===== src/rtl/prim_assembler_if.sv =====
// Vertex-in / triangle-out bundle between the register decoder, the primitive assembler and the rasterizer.
interface prim_assembler_if #(
  parameter int X_W       = 16,
  parameter int Y_W       = 16,
  parameter int Z_W       = 25,
  parameter int COLOR_W   = 32,
  parameter int UV_W      = 32,
  parameter int OUT_DEPTH = 4
);
  localparam int POS_W = X_W + Y_W + Z_W;
  localparam int VTX_W = POS_W + COLOR_W + UV_W;
  localparam int CNT_W = $clog2(OUT_DEPTH + 1);

  logic               color_we;
  logic [COLOR_W-1:0] color_data;
  logic               uv_we;
  logic [UV_W-1:0]    uv_data;
  logic               mode_we;
  logic [1:0]         mode_data;
  logic               restart;
  logic               vtx_valid;
  logic               vtx_ready;
  logic [POS_W-1:0]   vtx_pos;
  logic               tri_valid;
  logic               tri_ready;
  logic [3*VTX_W-1:0] tri_vtx;
  logic [1:0]         vtx_count;
  logic [CNT_W-1:0]   out_count;
  logic               busy;

  modport master (
    output color_we, color_data, uv_we, uv_data, mode_we, mode_data, restart,
    output vtx_valid, vtx_pos, tri_ready,
    input  vtx_ready, tri_valid, tri_vtx, vtx_count, out_count, busy
  );

  modport slave (
    input  color_we, color_data, uv_we, uv_data, mode_we, mode_data, restart,
    input  vtx_valid, vtx_pos, tri_ready,
    output vtx_ready, tri_valid, tri_vtx, vtx_count, out_count, busy
  );
endinterface


===== src/rtl/prim_assembler.sv =====
// Assembles LIST/STRIP/FAN triangles from decoded vertex writes into an OUT_DEPTH FIFO; tri_valid 1 cycle after the completing vertex.
// vtx_ready drops while the FIFO is full (registered occupancy); the rasterizer side is valid/ready.
module prim_assembler #(
  parameter int X_W       = 16,
  parameter int Y_W       = 16,
  parameter int Z_W       = 25,
  parameter int COLOR_W   = 32,
  parameter int UV_W      = 32,
  parameter int OUT_DEPTH = 4
) (
  input  logic             clk,
  input  logic             rst,
  prim_assembler_if.slave  bus
);
  localparam int POS_W = X_W + Y_W + Z_W;
  localparam int VTX_W = POS_W + COLOR_W + UV_W;
  localparam int TRI_W = 3 * VTX_W;
  localparam int CNT_W = $clog2(OUT_DEPTH + 1);
  localparam int PTR_W = $clog2(OUT_DEPTH);

  typedef enum logic [1:0] {
    MODE_LIST  = 2'd0,
    MODE_STRIP = 2'd1,
    MODE_FAN   = 2'd2,
    MODE_RSVD  = 2'd3
  } mode_e;

  mode_e              mode;
  logic [COLOR_W-1:0] cur_color;
  logic [UV_W-1:0]    cur_uv;
  logic [VTX_W-1:0]   h0;
  logic [VTX_W-1:0]   h1;
  logic [1:0]         vtx_cnt;
  logic               parity;

  logic [TRI_W-1:0]   fifo_mem [OUT_DEPTH];
  logic [PTR_W-1:0]   wr_ptr;
  logic [PTR_W-1:0]   rd_ptr;
  logic [CNT_W-1:0]   fifo_cnt;

  logic               accept;
  logic               restart_any;
  logic               completes;
  logic               pop;
  logic [VTX_W-1:0]   new_vtx;
  logic [TRI_W-1:0]   new_tri;

  assign bus.vtx_ready = (fifo_cnt != CNT_W'(OUT_DEPTH));
  assign accept        = bus.vtx_valid && bus.vtx_ready;
  assign restart_any   = bus.restart || bus.mode_we;
  assign completes     = accept && !restart_any && (vtx_cnt == 2'd2);
  assign pop           = (fifo_cnt != '0) && bus.tri_ready;

  // Colour/UV are the values registered before this edge, so a same-cycle write affects the next vertex.
  assign new_vtx = {cur_uv, cur_color, bus.vtx_pos};
  // Odd strip triangles swap the held pair to keep a consistent winding.
  assign new_tri = (mode == MODE_STRIP && parity) ? {new_vtx, h0, h1} : {new_vtx, h1, h0};

  always_ff @(posedge clk or posedge rst) begin
    if (rst) begin
      cur_color <= '1;
      cur_uv    <= '0;
      mode      <= MODE_LIST;
      vtx_cnt   <= 2'd0;
      parity    <= 1'b0;
      h0        <= '0;
      h1        <= '0;
    end else begin
      if (bus.color_we) cur_color <= bus.color_data;
      if (bus.uv_we)    cur_uv    <= bus.uv_data;
      if (bus.mode_we)  mode      <= mode_e'(bus.mode_data);

      if (restart_any) begin
        parity  <= 1'b0;
        vtx_cnt <= accept ? 2'd1 : 2'd0;
        if (accept) h0 <= new_vtx;
      end else if (accept) begin
        if (vtx_cnt == 2'd2) begin
          case (mode)
            MODE_STRIP: begin
              h0     <= h1;
              h1     <= new_vtx;
              parity <= ~parity;
            end
            MODE_FAN: h1 <= new_vtx;
            default:  vtx_cnt <= 2'd0;
          endcase
        end else begin
          if (vtx_cnt[0]) h1 <= new_vtx;
          else            h0 <= new_vtx;
          vtx_cnt <= vtx_cnt + 2'd1;
        end
      end
    end
  end

  always_ff @(posedge clk or posedge rst) begin
    if (rst) begin
      wr_ptr   <= '0;
      rd_ptr   <= '0;
      fifo_cnt <= '0;
      for (int i = 0; i < OUT_DEPTH; i++) fifo_mem[i] <= '0;
    end else begin
      if (completes) begin
        fifo_mem[wr_ptr] <= new_tri;
        wr_ptr           <= wr_ptr + PTR_W'(1);
      end
      if (pop) rd_ptr <= rd_ptr + PTR_W'(1);
      case ({completes, pop})
        2'b10:   fifo_cnt <= fifo_cnt + CNT_W'(1);
        2'b01:   fifo_cnt <= fifo_cnt - CNT_W'(1);
        default: fifo_cnt <= fifo_cnt;
      endcase
    end
  end

  assign bus.tri_valid = (fifo_cnt != '0);
  assign bus.tri_vtx   = fifo_mem[rd_ptr];
  assign bus.vtx_count = vtx_cnt;
  assign bus.out_count = fifo_cnt;
  assign bus.busy      = (vtx_cnt != 2'd0) || (fifo_cnt != '0);
endmodule


===== src/flat_wrapper.sv =====
// flat-port wrapper written by rule: the top's interface ports become plain ports
module prim_assembler_flat 
#(
  parameter int X_W       = 16,
  parameter int Y_W       = 16,
  parameter int Z_W       = 25,
  parameter int COLOR_W   = 32,
  parameter int UV_W      = 32,
  parameter int OUT_DEPTH = 4
)
  (clk, rst, bus_color_we, bus_color_data, bus_uv_we, bus_uv_data, bus_mode_we, bus_mode_data, bus_restart, bus_vtx_valid, bus_vtx_pos, bus_tri_ready, bus_vtx_ready, bus_tri_valid, bus_tri_vtx, bus_vtx_count, bus_out_count, bus_busy);
  prim_assembler_if #(.X_W(X_W), .Y_W(Y_W), .Z_W(Z_W), .COLOR_W(COLOR_W), .UV_W(UV_W), .OUT_DEPTH(OUT_DEPTH)) bus_i ();
  input  logic clk;
  input  logic rst;
  input wire logic [$bits(bus_i.color_we)-1:0] bus_color_we;
  input wire logic [$bits(bus_i.color_data)-1:0] bus_color_data;
  input wire logic [$bits(bus_i.uv_we)-1:0] bus_uv_we;
  input wire logic [$bits(bus_i.uv_data)-1:0] bus_uv_data;
  input wire logic [$bits(bus_i.mode_we)-1:0] bus_mode_we;
  input wire logic [$bits(bus_i.mode_data)-1:0] bus_mode_data;
  input wire logic [$bits(bus_i.restart)-1:0] bus_restart;
  input wire logic [$bits(bus_i.vtx_valid)-1:0] bus_vtx_valid;
  input wire logic [$bits(bus_i.vtx_pos)-1:0] bus_vtx_pos;
  input wire logic [$bits(bus_i.tri_ready)-1:0] bus_tri_ready;
  output wire logic [$bits(bus_i.vtx_ready)-1:0] bus_vtx_ready;
  output wire logic [$bits(bus_i.tri_valid)-1:0] bus_tri_valid;
  output wire logic [$bits(bus_i.tri_vtx)-1:0] bus_tri_vtx;
  output wire logic [$bits(bus_i.vtx_count)-1:0] bus_vtx_count;
  output wire logic [$bits(bus_i.out_count)-1:0] bus_out_count;
  output wire logic [$bits(bus_i.busy)-1:0] bus_busy;
  assign bus_i.color_we = bus_color_we;
  assign bus_i.color_data = bus_color_data;
  assign bus_i.uv_we = bus_uv_we;
  assign bus_i.uv_data = bus_uv_data;
  assign bus_i.mode_we = bus_mode_we;
  assign bus_i.mode_data = bus_mode_data;
  assign bus_i.restart = bus_restart;
  assign bus_i.vtx_valid = bus_vtx_valid;
  assign bus_i.vtx_pos = bus_vtx_pos;
  assign bus_i.tri_ready = bus_tri_ready;
  assign bus_vtx_ready = bus_i.vtx_ready;
  assign bus_tri_valid = bus_i.tri_valid;
  assign bus_tri_vtx = bus_i.tri_vtx;
  assign bus_vtx_count = bus_i.vtx_count;
  assign bus_out_count = bus_i.out_count;
  assign bus_busy = bus_i.busy;
  prim_assembler #(.X_W(X_W), .Y_W(Y_W), .Z_W(Z_W), .COLOR_W(COLOR_W), .UV_W(UV_W), .OUT_DEPTH(OUT_DEPTH)) u_core (.clk(clk), .rst(rst), .bus(bus_i));
endmodule

===== config.mk =====
export PLATFORM = sky130hd
export DESIGN_NAME = prim_assembler_flat
export DESIGN_NICKNAME = d
export VERILOG_FILES = /design/src/rtl/prim_assembler_if.sv /design/src/rtl/prim_assembler.sv /design/src/flat_wrapper.sv
export SDC_FILE = /design/constraint.sdc
export NUM_CORES = 2
export LEC_CHECK = 0
export CAP_MARGIN = 20
export CORE_AREA = 2 2 349 351
export DETAILED_ROUTE_END_ITERATION = 12
export DIE_AREA = 0 0 351 353
export GPL_ROUTABILITY_DRIVEN = 0
export MAX_ROUTING_LAYER = met4
export PLACE_DENSITY_LB_ADDON = 0.15
export SLEW_MARGIN = 20
export SYNTH_ARGS = -nofsm -noshare
export SYNTH_HDL_FRONTEND = slang
export SYNTH_SLANG_ARGS = --single-unit

===== constraint.sdc =====
create_clock -name clk -period 117.8 [get_ports clk]
set_clock_uncertainty 0.2 [all_clocks]
set_input_delay 35.34 -clock clk [delete_from_list [all_inputs] [get_ports clk]]
set_output_delay 35.34 -clock clk [all_outputs]
set_load 0.05 [all_outputs]

* After elaboration in Yosys (flattened, before gate mapping)
Cells that the tools add are included.
** Word-level totals
- Register bits :: 1770
- Output and inout bits :: 371
** Operators by class
- Reduce and logical (&&, ||, !) cells :: 21
- Bitwise gates (word level) :: 4
- $lt $le $gt $ge :: 3
- Multiplexer cells :: 26
- Add/sub/neg operators :: 5
- Equal/unequal tests :: 10
** Operator list (count)
- bitwise mux 1452 bit :: 1
- 2-to-1 mux 121 bit :: 9
- 2-to-1 mux 363 bit :: 3
- binary-select mux 363 bit (select 2 bit) :: 1
- demux 363 bit (select 2 bit) :: 1
- 2-to-1 mux 242 bit :: 1
- nonzero test 2 bit :: 6
- 2-to-1 mux 2 bit :: 4
- adder 2 x 1 -> 2 bit (second input constant) :: 3
- == test 2 bit (second input constant) :: 3
- greater-or-equal comparator 3 bit (second input constant) :: 2
- logical AND 1 bit :: 6
- inequality test 3 bit (second input constant) :: 2
- NOT 2 -> 3 bit :: 2
- case mux 3 bit (2 select lines) :: 1
- AND reduction 3 bit :: 2
- 2-to-1 mux 1 bit :: 5
- == test 2 x 1 -> 1 bit (second input constant) :: 2
- AND reduction 4 bit :: 1
- adder 3 x 1 -> 3 bit (second input constant) :: 1
- < comparator 3 x 1 -> 1 bit (second input constant) :: 1
- inequality test 3 x 1 -> 1 bit (second input constant) :: 1
- inequality test 3 x 2 -> 1 bit (second input constant) :: 1
- nonzero test 3 bit :: 1
- 7 further kinds :: 9

* Longest topological paths before layout
- Depth in word-level cells :: 6
- Mapped depth :: 12

* Worst setup path before layout
OpenSTA, ideal clock, no wires.
- Path type :: flip-flop to output port
- From :: reg u_core.rd_ptr[0]
- To :: out bus_tri_vtx[213]
- Cell stages (with the launch flop) :: 5
- Data arrival time :: 1.962 ns
- Slack :: 80.298 ns
- Path through :: dfrtp_1 -> clkbuf_1 -> clkbuf_1 -> buf_1 -> mux4_2
** On the way
- Longest elaborated chain between the ends :: 4
** Ends and longest elaborated chain
- start, declared :: line prim_assembler.sv:38 : logic [PTR_W-1:0] rd_ptr;
- start signal, assigned :: line prim_assembler.sv:108 : if (pop) rd_ptr <= rd_ptr + PTR_W'(1);
- NOT 2 -> 3 bit (implied by the code) :: line prim_assembler.sv:118 : assign bus.tri_vtx = fifo_mem[rd_ptr];
- binary-select mux 363 bit (select 2 bit) :: line prim_assembler.sv:118
- 2-to-1 mux 363 bit (implied by the code) (2 in series) :: line prim_assembler.sv:118
- end, declared :: line flat_wrapper.sv:27 : output wire logic [$bits(bus_i.tri_vtx)-1:0] bus_tri_vtx;
Every way passes these cells. The select of a mux whose other input is x is not followed.

==> impl_metrics.json <==
{
  "status": "complete, no violations",
  "first_pass_iters": 5,
  "p_comb_frac": 0.231,
  "synth.area.mux_share": 0.258,
  "power_density_mw_per_mm2": 19.4,
  "grt_pass1_wl_mm": 290,
  "yosysWarningCount": 0,
  "grt.total_usage": 0.309,
  "synth_area_leaders": "dfrtp_1, mux4_2, mux2_2",
  "synthCells": 5865,
  "synth_edf_count": 0,
  "synth_top_family_by_area": "multiplexers",
  "worstMarginPinSlew_ns": 1.16,
  "die_area_mm2": 0.124,
  "ant_nets": 0,
  "rsz0062_at_grt": "false",
  "fin_area_mm2": 0.0879,
  "drt-total-wl_mm": 182,
  "critPathMaxFanout": 121,
  "synth_xor_area_frac": 0.000803,
  "max-cap-violations": 0,
  "die_y_um": 353,
  "cts_tree": "yes",
  "synth-simple-area-share": 0.0495,
  "grt_max_degree": 225,
  "die_width_um": 351,
  "power.switching_uw": 534,
  "critPathCaptureType": "asynchronous set/reset pin",
  "dp.cells": 7597,
  "synth.top_cells.by_count": "dfrtp_1, nand2_1, o21ai_0",
  "numPortBuffers": 501,
  "p_leak_nw": 40.9,
  "io_pins": 502,
  "path_class": "input pin to asynchronous set/reset pin",
  "clk_path_buf_depth": 3,
  "cts_num_sinks": 1770,
  "synth-main-ff-cell": "dfrtp_1",
  "clkLatencyLatePin_ns": 0.77,
  "maxSlewViolCount": 0,
  "worstHoldPathType": "flip-flop to flip-flop",
  "routedWlPerCell_um": 23.0,
  "overflow": 0,
  "post_cts_buffers": 0,
  "drt_iter0_drc": 3969,
  "synth_top_area_share": 0.570,
  "ys_async_sr_fraction": 1.00,
  "start_util": 0.633,
  "yosysTopAreaCell": "dfrtp_1",
  "routed_via_density": 6.12,
  "n_fill_cell": 7899,
  "netSwitchingFraction": 0.313,
  "relSlewSlack": 0.226,
  "worstSetupStartpointType": "input pin",
  "synth_compound_area_frac": 0.0818,
  "drive_gt1_frac": 0.224,
  "max_clock_freq_mhz": 24.1,
  "netlist_area_mm2": 0.0763,
  "fin_crit_sh": 0.353,
  "cts_hold_buf": 0,
  "pwr-share-clk": 0.328,
  "clockRootBuffer": "clkbuf_16",
  "place_area_mm2": 0.0820,
  "synthAdderAreaFrac": 0.00125,
  "setup_slack_ns": 76.28,
  "num_vias": 48526,
  "cp.arrival_ns": 42.07,
  "cts_buffers": 176,
  "syn_nets": 6003,
  "fin_tns_setup_ns": 0,
  "whs_ns": 0.272,
  "place_ws_ns": 75.16,
  "cts_resized": 0,
  "htree_levels": 4,
  "grt_antenna_before_repair": 7,
  "synth.most_common_cell": "dfrtp_1",
  "clk_pin_slew_ns": 0.06,
  "hpwlAfterDp_mm": 107,
  "avgSynthCellArea_um2": 13.0,
  "p_seq_frac": 0.441,
  "crit_required_ns": 118.35,
  "syn2layout_area_growth_pct": 15.2,
  "ys_ff_latch": 1770,
  "fin_nets": 6289,
  "core_area_mm2": 0.121,
  "internal_power_mw": 1.17,
  "peakVddDrop_v": 0.0000177,
  "setup_viol": 0,
  "ys_types": 33,
  "fp-row-count": 128,
  "min_period_ns": 41.52,
  "stdcell_count": 7924,
  "ys_seq_area_frac": 0.581,
  "grt_pass1_vias": 49888,
  "hold_viol": 0,
  "drc": 0
}
[power groups by stage]
stage / Sequential, mW / Combinational (mW) / Clock [mW]
finish: 0.752 / 0.395 / 0.559
global route: 0.762 / 0.427 / 0.594
CTS: 0.751 / 0.399 / 0.568
detailed placement: 0.760 / 0.397 / 0
global placement: 0.755 / 0.390 / 0
floorplan: 0.739 / 0.298 / 0
[placed cells by master (no fill, tap or decap), drive strengths merged, types with 32 or more instances in the layout]
cell           Yosys  final
dfrtp           1738   1738
mux2             673    673
clkdlybuf4s50      0    499
a31oi            120    120
nand2            975    975
buf              214     76
clkbuf           253    274
dfstp             32     32
clkinv             0     32
mux4             363    363
o21ai            972    972
mux2i            363    363
a21oi            121    121
[path summary, 6_finish.rpt]
| path | from | to | slack, ns | cells past startpoint |
|---|---|---|---|---|
| hold reg to reg | u_core.fifo_mem[85] | u_core.fifo_mem[85] | 0.27 | 2 |
| min in group asynchronous | rst | u_core.fifo_mem[496] | 34.93 | 2 |
| setup reg to reg | u_core.bus.vtx_count[0] | u_core.fifo_mem[313] | 112.36 | 8 |
| hold / removal | u_core.fifo_mem[85] | u_core.fifo_mem[85] | 0.27 | 2 |
| max in group clk | u_core.rd_ptr[1] | bus_tri_vtx[86] | 76.30 | 5 |
| setup / recovery | rst | u_core.h1[80] | 76.28 | 9 |
[cells by family (layout without fill, tap and decap cells)]
logic type,Yosys count,count (layout)
AO/OA/AOI/OAI,1215,1215
flip-flops,1770,1770
multiplexers,1399,1399
adder cells (fa/ha/maj),7,7
buffers and inverters,474,902
AND/OR/NAND/NOR,993,993
XOR/XNOR,7,7
other,0,6
[per-layer routing]
layer / vias up / GRT usage / wire length [um] / part of all wire
met5: - / - / 0 / 0
met4: 0 / 0.0838 / 4310 / 0.024
met3: 246 / 0.0581 / 10700 / 0.059
met2: 1223 / 0.474 / 88800 / 0.49
met1: 25457 / 0.432 / 78000 / 0.43
li1: 21600 / - / - / -
[sequential cells by signal, summed over array words and instances, names as in the netlist]
| signal | count |
|---|---|
| u_core.bus.out_count | 3 |
| u_core.bus.vtx_count | 2 |
| u_core.cur_color | 32 |
| u_core.cur_uv | 32 |
| u_core.fifo_mem | 1452 |
| u_core.h0 | 121 |
| u_core.h1 | 121 |
| u_core.mode | 2 |
| u_core.parity | 1 |
| u_core.rd_ptr | 2 |
| u_core.wr_ptr | 2 |
[layout make-up]
class | count | area (um2) | share of cell area
timing repair buffer | 575 | 5710 | 0.0649
antenna | 6 | 15.0 | 0.000171
inverter | 7 | 33.8 | 0.000384
clock buffer | 274 | 5330 | 0.0606
tap | 1625 | 2030 | 0.0231
sequential | 1770 | 44300 | 0.504
multi-input combinational | 3621 | 29900 | 0.341
clock inverter | 46 | 507 | 0.00576
[stage by stage]
step,power [mW],util
after floorplan,1.04,-
after global placement,1.14,0.680
after detailed placement,1.16,0.680
after CTS,1.72,0.729
after global routing,1.78,0.729
final,1.71,0.729
[worst max-delay path: stages]
cell	delay, ns
clkdlybuf4s50_1	0.50
inv_8	0.58
buf_4	0.72
buf_4	0.70
buf_4	0.66
buf_4	0.78
buf_4	0.75
buf_4	0.85
buf_4	0.89
Note: power is estimated with default switching activity, not from simulation.
